File: src/rtl/pe_accum_float.sv
// Sequential single-precision accumulator for the PE multiplier output stream.
// One term per pass through ALIGN/ADD/NORM; no denormals, no NaN/Inf, truncation rounding.
module pe_accum_float #(
    parameter int CNT_W = 8
) (
    input  logic             clk,
    input  logic             rst,
    input  logic             clr,
    input  logic [31:0]      in_data,
    input  logic             in_valid,
    input  logic             in_last,
    output logic             in_ready,
    output logic [31:0]      out_data,
    output logic             out_valid,
    input  logic             out_ready,
    output logic [CNT_W-1:0] out_count
);

    typedef enum logic [2:0] {
        IDLE,
        ALIGN,
        ADD,
        NORM,
        DONE
    } state_t;

    state_t             state;
    logic [31:0]        acc;
    logic [31:0]        b_reg;
    logic               last_reg;
    logic [CNT_W-1:0]   term_cnt;

    logic               byp;
    logic [31:0]        byp_val;
    logic               sx;
    logic [7:0]         ex;
    logic [23:0]        mx;
    logic [23:0]        my;
    logic               sub;
    logic [24:0]        sum;

    logic               a_zero;
    logic               b_zero;
    logic               a_ge;
    logic [31:0]        x_op;
    logic [31:0]        y_op;
    logic [7:0]         diff;
    logic [23:0]        my_full;
    logic [23:0]        my_sh;
    logic               al_byp;
    logic [31:0]        al_byp_val;

    logic [4:0]         lz;
    logic [22:0]        norm_mant;
    logic [8:0]         e_inc;
    logic [9:0]         e_dec;
    logic [31:0]        res;

    assign in_ready = (state == IDLE);

    function automatic logic [4:0] lzc24(input logic [23:0] v);
        logic [4:0] n;
        logic       found;
        n     = 5'd24;
        found = 1'b0;
        for (int i = 23; i >= 0; i--) begin
            if (!found && v[i]) begin
                n     = 5'(23 - i);
                found = 1'b1;
            end
        end
        return n;
    endfunction

    // Order accumulator and new term by magnitude; the smaller one is aligned to the larger.
    always_comb begin
        a_zero     = (acc[30:23] == 8'd0);
        b_zero     = (b_reg[30:23] == 8'd0);
        a_ge       = (acc[30:0] >= b_reg[30:0]);
        x_op       = a_ge ? acc : b_reg;
        y_op       = a_ge ? b_reg : acc;
        diff       = x_op[30:23] - y_op[30:23];
        my_full    = {1'b1, y_op[22:0]};
        my_sh      = (diff >= 8'd25) ? 24'd0 : (my_full >> diff);
        al_byp     = a_zero | b_zero;
        al_byp_val = b_zero ? acc : b_reg;
    end

    always_comb begin
        lz        = lzc24(sum[23:0]);
        norm_mant = 23'(sum[23:0] << lz);
        e_inc     = {1'b0, ex} + 9'd1;
        e_dec     = {2'b00, ex} - {5'b00000, lz};
        res       = 32'd0;
        if (byp) begin
            res = byp_val;
        end else if (sum[24]) begin
            if (e_inc >= 9'd255) begin
                res = {sx, 8'hFE, 23'h7FFFFF};
            end else begin
                res = {sx, e_inc[7:0], sum[23:1]};
            end
        end else if (sum == 25'd0) begin
            res = 32'd0;
        end else if (e_dec[9] || (e_dec == 10'd0)) begin
            res = 32'd0;
        end else begin
            res = {sx, e_dec[7:0], norm_mant};
        end
    end

    // Control FSM and datapath registers; clr outranks every state transition.
    always_ff @(posedge clk or posedge rst) begin
        if (rst) begin
            state     <= IDLE;
            acc       <= 32'd0;
            b_reg     <= 32'd0;
            last_reg  <= 1'b0;
            term_cnt  <= '0;
            out_data  <= 32'd0;
            out_valid <= 1'b0;
            out_count <= '0;
            byp       <= 1'b0;
            byp_val   <= 32'd0;
            sx        <= 1'b0;
            ex        <= 8'd0;
            mx        <= 24'd0;
            my        <= 24'd0;
            sub       <= 1'b0;
            sum       <= 25'd0;
        end else if (clr) begin
            state     <= IDLE;
            acc       <= 32'd0;
            term_cnt  <= '0;
            out_valid <= 1'b0;
        end else begin
            case (state)
                IDLE: begin
                    if (in_valid) begin
                        b_reg    <= in_data;
                        last_reg <= in_last;
                        term_cnt <= term_cnt + CNT_W'(1);
                        state    <= ALIGN;
                    end
                end
                ALIGN: begin
                    byp     <= al_byp;
                    byp_val <= al_byp_val;
                    sx      <= x_op[31];
                    ex      <= x_op[30:23];
                    mx      <= {1'b1, x_op[22:0]};
                    my      <= my_sh;
                    sub     <= x_op[31] ^ y_op[31];
                    state   <= ADD;
                end
                ADD: begin
                    if (sub) begin
                        sum <= {1'b0, mx} - {1'b0, my};
                    end else begin
                        sum <= {1'b0, mx} + {1'b0, my};
                    end
                    state <= NORM;
                end
                NORM: begin
                    acc <= res;
                    if (last_reg) begin
                        out_data  <= res;
                        out_count <= term_cnt;
                        out_valid <= 1'b1;
                        state     <= DONE;
                    end else begin
                        state <= IDLE;
                    end
                end
                DONE: begin
                    if (out_ready) begin
                        out_valid <= 1'b0;
                        acc       <= 32'd0;
                        term_cnt  <= '0;
                        state     <= IDLE;
                    end
                end
                default: state <= IDLE;
            endcase
        end
    end

endmodule

File: config.mk
export PLATFORM = sky130hd
export DESIGN_NAME = pe_accum_float
export DESIGN_NICKNAME = d
export VERILOG_FILES = /design/src/rtl/pe_accum_float.sv
export SDC_FILE = /design/constraint.sdc
export NUM_CORES = 1
export LEC_CHECK = 0
export BUFFER_PORTS_ARGS = -buffer_cell sky130_fd_sc_hd__buf_2
export CORE_MARGIN = 10
export CORE_UTILIZATION = 30
export CTS_BUF_LIST = sky130_fd_sc_hd__clkbuf_4
export CTS_CLUSTER_SIZE = 16
export DETAILED_ROUTE_END_ITERATION = 8
export SLEW_MARGIN = 10
export SYNTH_ARGS = -nofsm -noshare
export SYNTH_HDL_FRONTEND = slang
export SYNTH_SLANG_ARGS = --single-unit
File: constraint.sdc
create_clock -name clk -period 8.2 [get_ports clk]
set_input_delay 1.64 -clock clk [delete_from_list [all_inputs] [get_ports clk]]
set_output_delay 1.64 -clock clk [all_outputs]
set_load 0.02 [all_outputs]
== Word level (Yosys, flattened, before mapping) ==
Index checks and enable logic that the tools add are counted.

* Add/sub/neg operators: 6
* Order comparisons: 3
* Eq/ne operators: 7
* Shift operators: 2
* Mux-type cells: 73
* Bitwise gates (word level): 3
* Reduce and logical (&&, ||, !) cells: 62

{| class="wikitable"
|+ Operators by type and width
! cell !! number
|-
| $mux W32 || 9
|-
| $mux W5 || 24
|-
| $pmux W32 S2 || 1
|-
| $ge A31 B31 Y1 || 1
|-
| $mux W31 || 1
|-
| $mux W1 || 26
|-
| $add A24 B24 Y25 || 1
|-
| $logic_not A25 Y1 || 1
|-
| $mux W25 || 1
|-
| $sub A24 B24 Y25 || 1
|-
| $mux W24 || 1
|-
| $mux W8 || 3
|-
| $shl A24 B5 Y23 || 1
|-
| $shr A24 B8 Y24 || 1
|-
| $logic_and A1 B1 Y1 || 23
|-
| $logic_not A1 Y1 || 23
|-
| $logic_not A8 Y1 || 2
|-
| $pmux W8 S2 || 1
|-
| $pmux W3 S5 || 1
|-
| $mux W3 || 4
|-
| $reduce_and A3 Y1 || 4
|-
| $logic_not A10 Y1 || 1
|-
| $add A8 B1 Y9 const B || 1
|-
| $ge A9 B8 Y1 const B || 1
|-
| 16 further kinds || 23
|}

* Flip-flop bits (word level): 233
* Input port bits: 38
* Output and inout bits: 42

== Depth between registers and ports, before layout ==
Gate-level depths: netlist (run 1).

* Depth after elaboration: 79
* Mapped depth: 24
* Mapped depth without buffers: 20

== Worst setup path after synthesis (run 1) ==
OpenSTA, ideal clock, no wires.

* Path kind: register to register
* Start point: reg sum[22]
* End point: reg acc[16]
* Arrival time: 4918 ps
* Data required time: 8105 ps
* Path slack: 3187 ps
* Stages on the path, launching flop included: 21
* Buffers on the path: 3
* Period minus slack after synthesis: 5013 ps
* Path through: dfrtp_1 nor4_2 nand3_1 or4_1 o2111ai_1 buf_2 buf_4 inv_1 ha_1 nor2b_1 o21ai_0 a21boi_0 o21a_1 or3_1 and3_1 or4_1 clkbuf_1 or4_1 a31oi_1 a21oi_1 o31ai_1

* Cells in the longest elaborated chain, start to end: 77

{| class="wikitable"
|+ Ends and longest elaborated chain
! what !! RTL line !! text
|-
| start, declared || 40 || <nowiki>logic [24:0] sum;</nowiki>
|-
| start signal, assigned || 158 || <nowiki>sum <= {1'b0, mx} - {1'b0, my};</nowiki>
|-
| start signal, assigned || 160 || <nowiki>sum <= {1'b0, mx} + {1'b0, my};</nowiki>
|-
| $logic_and A1 B1 Y1 || 67 || <nowiki>if (!found && v[i]) begin</nowiki>
|-
| $mux W1 || 67 ||
|-
| $logic_not A1 Y1 || 67 ||
|-
| $logic_and A1 B1 Y1 || 67 ||
|-
| $mux W1 || 67 ||
|-
| $logic_not A1 Y1 || 67 ||
|-
| $logic_and A1 B1 Y1 || 67 ||
|-
| $mux W1 || 67 ||
|-
| (+61 left out) || n/a ||
|-
| $logic_not A10 Y1 || 105 || <nowiki>end else if (e_dec[9] || (e_dec == 10'd0)) begin</nowiki>
|-
| $logic_or A1 B1 Y1 || 105 ||
|-
| $mux W32 || 105 ||
|-
| $mux W32 (*) || 103 || <nowiki>end else if (sum == 25'd0) begin</nowiki>
|-
| $mux W32 (*) || 97 || <nowiki>end else if (sum[24]) begin</nowiki>
|-
| $mux W32 (*) || 95 || <nowiki>if (byp) begin</nowiki>
|-
| $pmux W32 S2 (*) || 137 || <nowiki>case (state)</nowiki>
|-
| $mux W32 (*) || 131 || <nowiki>end else if (clr) begin</nowiki>
|-
| end signal, assigned || 165 || <nowiki>acc <= res;</nowiki>
|-
| end, declared || 28 || <nowiki>logic [31:0] acc;</nowiki>
|}

Mark *: on every way between the ends. The rest lies on a longest branch, timed or not.
A chain may end at the register's enable or synchronous reset.

== Worst setup path after layout (run 1) ==
* Start point: reg sum[14]
* End point: reg out_data[3]

* Cells in the longest elaborated chain, start to end: 51

{| class="wikitable"
|+ Ends and longest elaborated chain
! what !! RTL line !! text
|-
| $logic_and A1 B1 Y1 || 67 ||
|-
| $mux W1 || 67 ||
|-
| $logic_not A1 Y1 || 67 ||
|-
| $logic_and A1 B1 Y1 || 67 ||
|-
| $mux W1 || 67 ||
|-
| $logic_not A1 Y1 || 67 ||
|-
| $logic_and A1 B1 Y1 || 67 ||
|-
| $mux W1 || 67 ||
|-
| (+35 left out) || n/a ||
|-
| $mux W5 || 67 ||
|-
| $sub A8 B5 Y9 || 93 || <nowiki>e_dec = {2'b00, ex} - {5'b00000, lz};</nowiki>
|-
| $logic_not A10 Y1 || 105 ||
|-
| $logic_or A1 B1 Y1 || 105 ||
|-
| $mux W32 || 105 ||
|-
| $mux W32 (*) || 103 ||
|-
| $mux W32 (*) || 97 ||
|-
| $mux W32 (*) || 95 ||
|-
| end signal, assigned || 167 || <nowiki>out_data <= res;</nowiki>
|-
| end, declared || 13 || <nowiki>output logic [31:0] out_data,</nowiki>
|}

Marks and branches as above.

==> results of run 1 <==
-- layer usage --
metal | global-route usage (%) | up-vias | part of all wire (%)
met1 | 26.3 | 7405 | 45
met3 | 3.81 | 126 | 8.6
met5 | 0 | - | 0
met2 | 27.9 | 737 | 43
met4 | 7.53 | 0 | 3.7
li1 | - | 6971 | -
-- worst max-delay path, stage by stage, from the launching register on --
cell	delay [ps]
dfrtp_1	510
nor4_2	380
and4_1	290
nand3_2	160
or2_0	390
a21oi_4	540
inv_2	270
ha_1	270
fa_1	400
nor2b_1	110
o21ai_0	80
nand2b_1	110
xor2_1	220
nor3_1	70
and3_1	240
or4_1	680
nor4_1	650
nand2_1	150
a31oi_1	250
mux2_2	190
-- stage by stage --
step | power, mW | setup slack (ps) | utilization, % | instance area [µm²] | cells
after global routing | 7.39 | 1610 | 33.8 | 18100 | 2667
after CTS | 6.87 | 2160 | 33.8 | 18100 | 2664
after floorplan | 4.38 | 170 | - | 16200 | 1875
final | 6.90 | 2120 | 33.8 | 18100 | 2668
after global placement | 5.61 | 2160 | 32.1 | 17200 | 2551
after detailed placement | 5.61 | 2180 | 32.1 | 17200 | 2551
-- cell families (layout without fill, tap and decap cells) --
logic type | count (synthesis) | in the layout
xor gates and xnor gates | 55 | 55
muxes | 156 | 156
other | 0 | 4
and+or+nand+nor | 612 | 612
DFF | 233 | 233
AOI/OAI and AO/OA | 556 | 556
adders and majority gates | 68 | 68
buffers and inverters | 195 | 288
-- placed cells by master (no fill, tap or decap), types with 30 or more instances in the layout --
cell      count
a21oi_1      74
a31oi_1      54
buf_2        79
clkbuf_4     85
dfrtp_1     233
ha_1         66
inv_1        69
mux2_2       30
mux2i_1     108
nand2_1     288
nand3_1      34
nor2_1      136
nor3_1       33
o21ai_0     197
xnor2_1      39
-- final cells by class --
| type | instances | area [µm²] | area share (%) |
|---|---|---|---|
| Clock buffer | 85 | 638 | 3.52 |
| Sequential cell | 233 | 5830 | 32.2 |
| Tap cell | 696 | 871 | 4.81 |
| Multi-Input combinational cell | 1447 | 9640 | 53.2 |
| Antenna cell | 4 | 10.0 | 0.0553 |
| Timing Repair Buffer | 102 | 568 | 3.14 |
| Clock inverter | 28 | 278 | 1.53 |
| Inverter | 73 | 282 | 1.55 |
-- power breakdown --
part	leakage [nW]	switching [mW]	total (mW)	internal [mW]
registers	3.01	0.449	1.85	1.40
clock network	0.529	0.555	1.23	0.678
logic	4.37	2.38	3.82	1.44
total	7.91	3.39	6.90	3.51
-- worst paths after layout --
kind | start | end | slack [ps]
min in group asynchronous | rst | out_count[3]$_DFFE_PP0P_ | 1040
min | out_data[15]$_DFFE_PP0P_ | out_data[15]$_DFFE_PP0P_ | 470
max | sum[14]$_DFFE_PP0P_ | out_data[3]$_DFFE_PP0P_ | 2120
min reg2reg | out_data[15]$_DFFE_PP0P_ | out_data[15]$_DFFE_PP0P_ | 470
max reg2reg | sum[14]$_DFFE_PP0P_ | out_data[3]$_DFFE_PP0P_ | 2120
max in group asynchronous | rst | my[15]$_DFFE_PP0P_ | 5660
==> metrics.md, run 1 <==
| Metric | Value |
|---|---|
| Antenna violations before repair | `3` |
| Status | `completed` |
| Max FO, Critical Path | `19` |
| Hold buffer count at CTS | `0` |
| Max Cap Violations | `0` |
| Yosys top cell area share | `36.1%` |
| Crit path DAT | `6740 ps` |
| CTS resizes | `0` |
| Clk slew on worst S/H paths | `70 ps` |
| Fmax | `165 MHz` |
| Area growth, synth to finish | `12.1%` |
| Die area | `63600 µm²` |
| Setup_tns | `0 ps` |
| Post-synth EDFFs | `0` |
| Post-synthesis compound-gate area fraction | `approximately 23%` |
| XOR/XNOR Fraction of Synth Area | `2.98%` |
| Initial DRT Pass Iterations | `6` |
| CTS max path bufs | `3` |
| Required @ worst endpoint | `8860 ps` |
| Post-synthesis sequential area ratio | `36.1%` |
| Reg2Reg Depth | `19` |
| DP HPWL | `45.1 mm` |
| Mux share of post-synthesis cell area | `11.2%` |
| Simple-gate share of the synthesized area | `17.0%` |
| Syn avg cell area | `8.62 µm²` |
| VDD IR max | `between 0.00015 and 0.0002 V` |
| I/O pin count | `80` |
| Post-synthesis cell type count | `87` |
| CP startpoint kind | `flip-flop` |
| Clock skew | `58.2 ps` |
| Vias/cell | `roughly 5.7` |
| Share of layout cells above drive strength 1 | `14.6%` |
| Pwr dens | `381 nW/µm²` |
| GR Overflow Total | `0` |
| Endpoints failing hold | `0` |
| Die W | `252 µm` |
| Synth Instances | `1875` |
| Post CTS Setup Buffer Count | `0` |
| Clock Latency Late Sink | `~770 ps` |
| Vias post-DR | `15.2k` |
| Critical path class | `flip-flop to flip-flop` |
| Post-DRT Antenna Nets | `0` |
| Wire per inst | `22.7 µm` |
| Fin nets | `2030` |
| Core Region | `53600 µm²` |
| DRC violations left | `0` |
| Main combinational cell family by area after synthesis | `compound AO/OA/AOI/OAI gates` |
| Yosys reg bits | `233` |
| Hold/Removal Path Class | `flip-flop to flip-flop` |
| Synth top cells by count | `289 x nand2_1, 233 x dfrtp_1, 197 x o21ai_0` |
| Vias in the first global route | `14.6k` |
| WHS Path Cells | `2` |
| WHS | `about 470 ps` |
| Final worst path period need | `a little over 6000 ps` |
| Largest net degree at the start of global routing | `116` |
| CTS buffer count | `67` |
| Slew HR | `30.0%` |
| Post-Syn Area | `16200 µm²` |
| Crit end category | `flip-flop` |
| TritonCTS clock tree | `built` |
| Syn_nets | `1981` |
| Iteration-0 DRC Markers | `between 1.5k and 2k` |
| Fin crit share | `between 70% and 80%` |
| Area contributors post-synth | `dfrtp_1 36%, nand2_1 6.7%, mux2i_1 6.7%` |
| GR Util All Layers | `roughly a fifth` |
| CTS sink cnt | `between 200 and 250` |
| FP Rows | `85` |
| Endpoints failing setup | `0` |
| First-pass GRT wire length | `92.7 mm` |
| RSZ-0062 raised after global routing | `no` |
| Top FF cell, synth | `dfrtp_1` |
| Leakage | `7.91 nW` |
| Slew @ Worst Pin | `approximately 1000 ps` |
| Adder-cell share of the synthesized area | `5.36%` |
| Chip Height | `252 µm` |
| Biggest area consumer among synthesized cells | `dfrtp_1` |
| Starting Density | `30.2%` |
| Asr flop ratio synth | `100%` |
| Fill count | `5638` |
| YS warnings | `0` |
| Routability cong. | `about 1` |
| Slew Viols, Final | `0` |
| Htree depth | `3` |
| Drt total wl | `60.5 mm` |
| Clock root buffer | `clkbuf_4` |
| Count leader, synth | `nand2_1` |
| IO buf count | `79` |
Power figures use the tool's default switching activity.
==> run 2, diff against run 1 <==
clock period = 5.2 ns   (was 8.2 ns; I/O delays follow)
==> metrics.md, run 2 (synthesized netlist as in run 1, its figures left out) <==
| Metric | Value |
|---|---|
| Leakage | `8.17 nW (was 7.91 nW)` |
| CTS max path bufs | `3 (unchanged)` |
| Initial DRT Pass Iterations | `5 (was 6)` |
| DP HPWL | `46.4 mm (was 45.1 mm)` |
| Setup_tns | `0 ps (unchanged)` |
| Endpoints failing setup | `0 (unchanged)` |
| CTS sink cnt | `233 (unchanged)` |
| Die area | `63600 µm² (unchanged)` |
| Slew Viols, Final | `0 (unchanged)` |
| IO buf count | `79 (unchanged)` |
| Drt total wl | `60.6 mm (was 60.5 mm)` |
| Critical path's most frequent cell | `o21ai_0` |
| Largest net degree at the start of global routing | `83 (was 116)` |
| Clock Latency Late Sink | `810 ps (was 770 ps)` |
| FP Rows | `85 (unchanged)` |
| Fmax | `203 MHz (was 165 MHz)` |
| Area growth, synth to finish | `14.6% (was 12.1%)` |
| Reg2Reg Depth | `21 (was 19)` |
| GR Overflow Total | `0 (unchanged)` |
| Net Sw Frac | `49.2% (was 49.1%)` |
| CTS buffer count | `68 (was 67)` |
| Antenna violations before repair | `2 (was 3)` |
| Status | `completed (unchanged)` |
| Htree depth | `3 (unchanged)` |
| Final worst path period need | `4920 ps (was 6080 ps)` |
| Max incr delay on CP | `560 ps (was 680 ps)` |
| Endpoints failing hold | `0 (unchanged)` |
| Slowest CP cell | `or4_1 (unchanged)` |
| I/O pin count | `80 (unchanged)` |
| Crit path max-delay family | `simple AND/OR/NAND/NOR gates (unchanged)` |
| Crit path DAT | `5550 ps (was 6740 ps)` |
| Routability cong. | `1.02 (was 0.973)` |
| Vias in the first global route | `14.6k (about the same)` |
| Post-DRT Antenna Nets | `0 (unchanged)` |
| GR Util All Layers | `18.7% (was 18.8%)` |
| First-pass GRT wire length | `91.7 mm (was 92.7 mm)` |
| RSZ-0062 raised after global routing | `no (unchanged)` |
| Starting Density | `30.2% (unchanged)` |
| Most common cell after layout, fill and taps aside | `nand2_1 (unchanged)` |
| Worst path cell trace | `or4_1 > nor3_1 > o32a_1 > o32ai_4 > a21oi_4 > inv_2 > ha_1 > fa_1 > nor2b_1 > o21ai_0 > nand2b_1 > xor2_1 > nor3_1 > and3_1 > buf_4 > nor4_2 > buf_4 > nand2_1 > o211ai_1 > o21ai_0 > o21ai_0 (was nor4_2 > and4_1 > nand3_2 > or2_0 > a21oi_4 > inv_2 > ha_1 > fa_1 > nor2b_1 > o21ai_0 > nand2b_1 > xor2_1 > nor3_1 > and3_1 > or4_1 > nor4_1 > nand2_1 > a31oi_1 > mux2_2)` |
| Internal Power | `5.51 mW (was 3.51 mW)` |
| Required @ worst endpoint | `5830 ps (was 8860 ps)` |
| Portion of total power attributed to the clock network | `15.9% (was 17.9%)` |
| Share of layout cells above drive strength 1 | `17.2% (was 14.6%)` |
| Fin nets | `2091 (was 2030)` |
| Die W | `252 µm (unchanged)` |
| Logic pwr share | `58.2% (was 55.4%)` |
| Core Region | `53600 µm² (unchanged)` |
| Clock root buffer | `clkbuf_4 (unchanged)` |
| Hold/Removal Path Class | `input pin to async pin (was flip-flop to flip-flop)` |
| Post CTS Setup Buffer Count | `0 (unchanged)` |
| Clk slew on worst S/H paths | `70 ps (about the same)` |
| CP startpoint kind | `flip-flop (unchanged)` |
| Slew HR | `34.4% (was 30.0%)` |
| Vias/cell | `5.63 (was 5.71)` |
| VDD IR max | `0.000204 V (was 0.000170 V)` |
| Max Cap Violations | `0 (unchanged)` |
| TritonCTS clock tree | `built (unchanged)` |
| Psw | `5.33 mW (was 3.39 mW)` |
| Pwr dens | `585 nW/µm² (was 381 nW/µm²)` |
| Crit path buf inv count | `3 (was 1)` |
| Fin crit share | `94.6% (was 74.1%)` |
| Slew @ Worst Pin | `984 ps (was 1050 ps)` |
| Critical path class | `flip-flop to flip-flop (unchanged)` |
| Iteration-0 DRC Markers | `1476 (was 1771)` |
| Stages on the worst setup path | `21 (was 19)` |
| Wire per inst | `22.2 µm (was 22.7 µm)` |
| DRC violations left | `0 (unchanged)` |
| Max FO, Critical Path | `8 (was 19)` |
| Crit end category | `flip-flop (unchanged)` |
| Most frequent cells in the layout | `288 x nand2_1, 233 x dfrtp_1, 197 x o21ai_0 (unchanged)` |
| Clock skew | `88.1 ps (was 58.2 ps)` |
| Seq pwr share | `26.0% (was 26.8%)` |
| Chip Height | `252 µm (unchanged)` |
| Vias post-DR | `15.3k (was 15.2k)` |
| Util after Layout | `34.6% (was 33.8%)` |
run 2: per-layer routing:
layer	track usage, %	vias up	wire length [µm]
li1	-	7096	-
met1	26.2	7459	27500
met2	27.1	650	25300
met3	4.50	121	5460
met4	7.63	0	2280
met5	0	-	0
run 2: power groups by stage:
stage	clock network [mW]	registers (mW)	logic [mW]
final	1.72	2.81	6.31
after floorplan	0	2.58	4.33
after detailed placement	0	2.83	6.16
after global routing	1.86	2.86	6.87
after CTS	1.77	2.80	6.19
after global placement	0	2.82	6.14
run 2: through the flow:
| step | hold WS (ps) | power (mW) | setup WS [ps] | std cells | area [µm²] |
|---|---|---|---|---|---|
| detailed placement | 463 | 8.99 | 148 | 2611 | 17700 |
| floorplan | 441 | 6.91 | 187 | 1875 | 16200 |
| global route | 336 | 11.6 | 4.06 | 2723 | 18500 |
| CTS | 281 | 10.8 | 115 | 2721 | 18500 |
| global placement | 456 | 8.96 | 215 | 2611 | 17700 |
| finish | 317 | 10.8 | 279 | 2724 | 18500 |
run 2: worst reg2reg max path: stages, from the launching register on:
cell	delay [ps]
dfrtp_1	500
or4_1	560
nor3_1	140
o32a_1	260
o32ai_4	150
a21oi_4	190
inv_2	90
ha_1	200
fa_1	410
nor2b_1	120
o21ai_0	80
nand2b_1	110
xor2_1	230
nor3_1	70
and3_1	200
buf_4	150
nor4_2	280
buf_4	180
nand2_1	120
o211ai_1	340
o21ai_0	190
o21ai_0	210
run 2: path summary, 6_finish.rpt:
path                            slack, ps                       to                    start
min in group clk                      470  out_data[8]$_DFFE_PP0P_  out_data[8]$_DFFE_PP0P_
worst max-delay path                  280  out_data[6]$_DFFE_PP0P_      sum[12]$_DFFE_PP0P_
worst max register to register        280  out_data[6]$_DFFE_PP0P_      sum[12]$_DFFE_PP0P_
worst min-delay path                  320      acc[29]$_DFFE_PP0P_                      rst
worst min register to register        470  out_data[8]$_DFFE_PP0P_  out_data[8]$_DFFE_PP0P_
max in group asynchronous            3770    b_reg[25]$_DFFE_PP0P_                      rst
run 2: repair_timing:
action                     in CTS  in global routing
setup endpoints to repair       0                 21
hold buffers                    0                  0
gates resized for setup         0                  8
hold endpoints to repair        0                  0
run 2: layout make-up:
cell class | instances | area [µm²]
Antenna cell | 3 | 7.51
Clock buffer | 90 | 676
Multi-Input combinational cell | 1447 | 9670
Fill cell | 5648 | 35100
Timing Repair Buffer | 162 | 1070
Inverter | 73 | 278
Clock inverter | 20 | 134
Sequential cell | 233 | 5830
Tap cell | 696 | 871
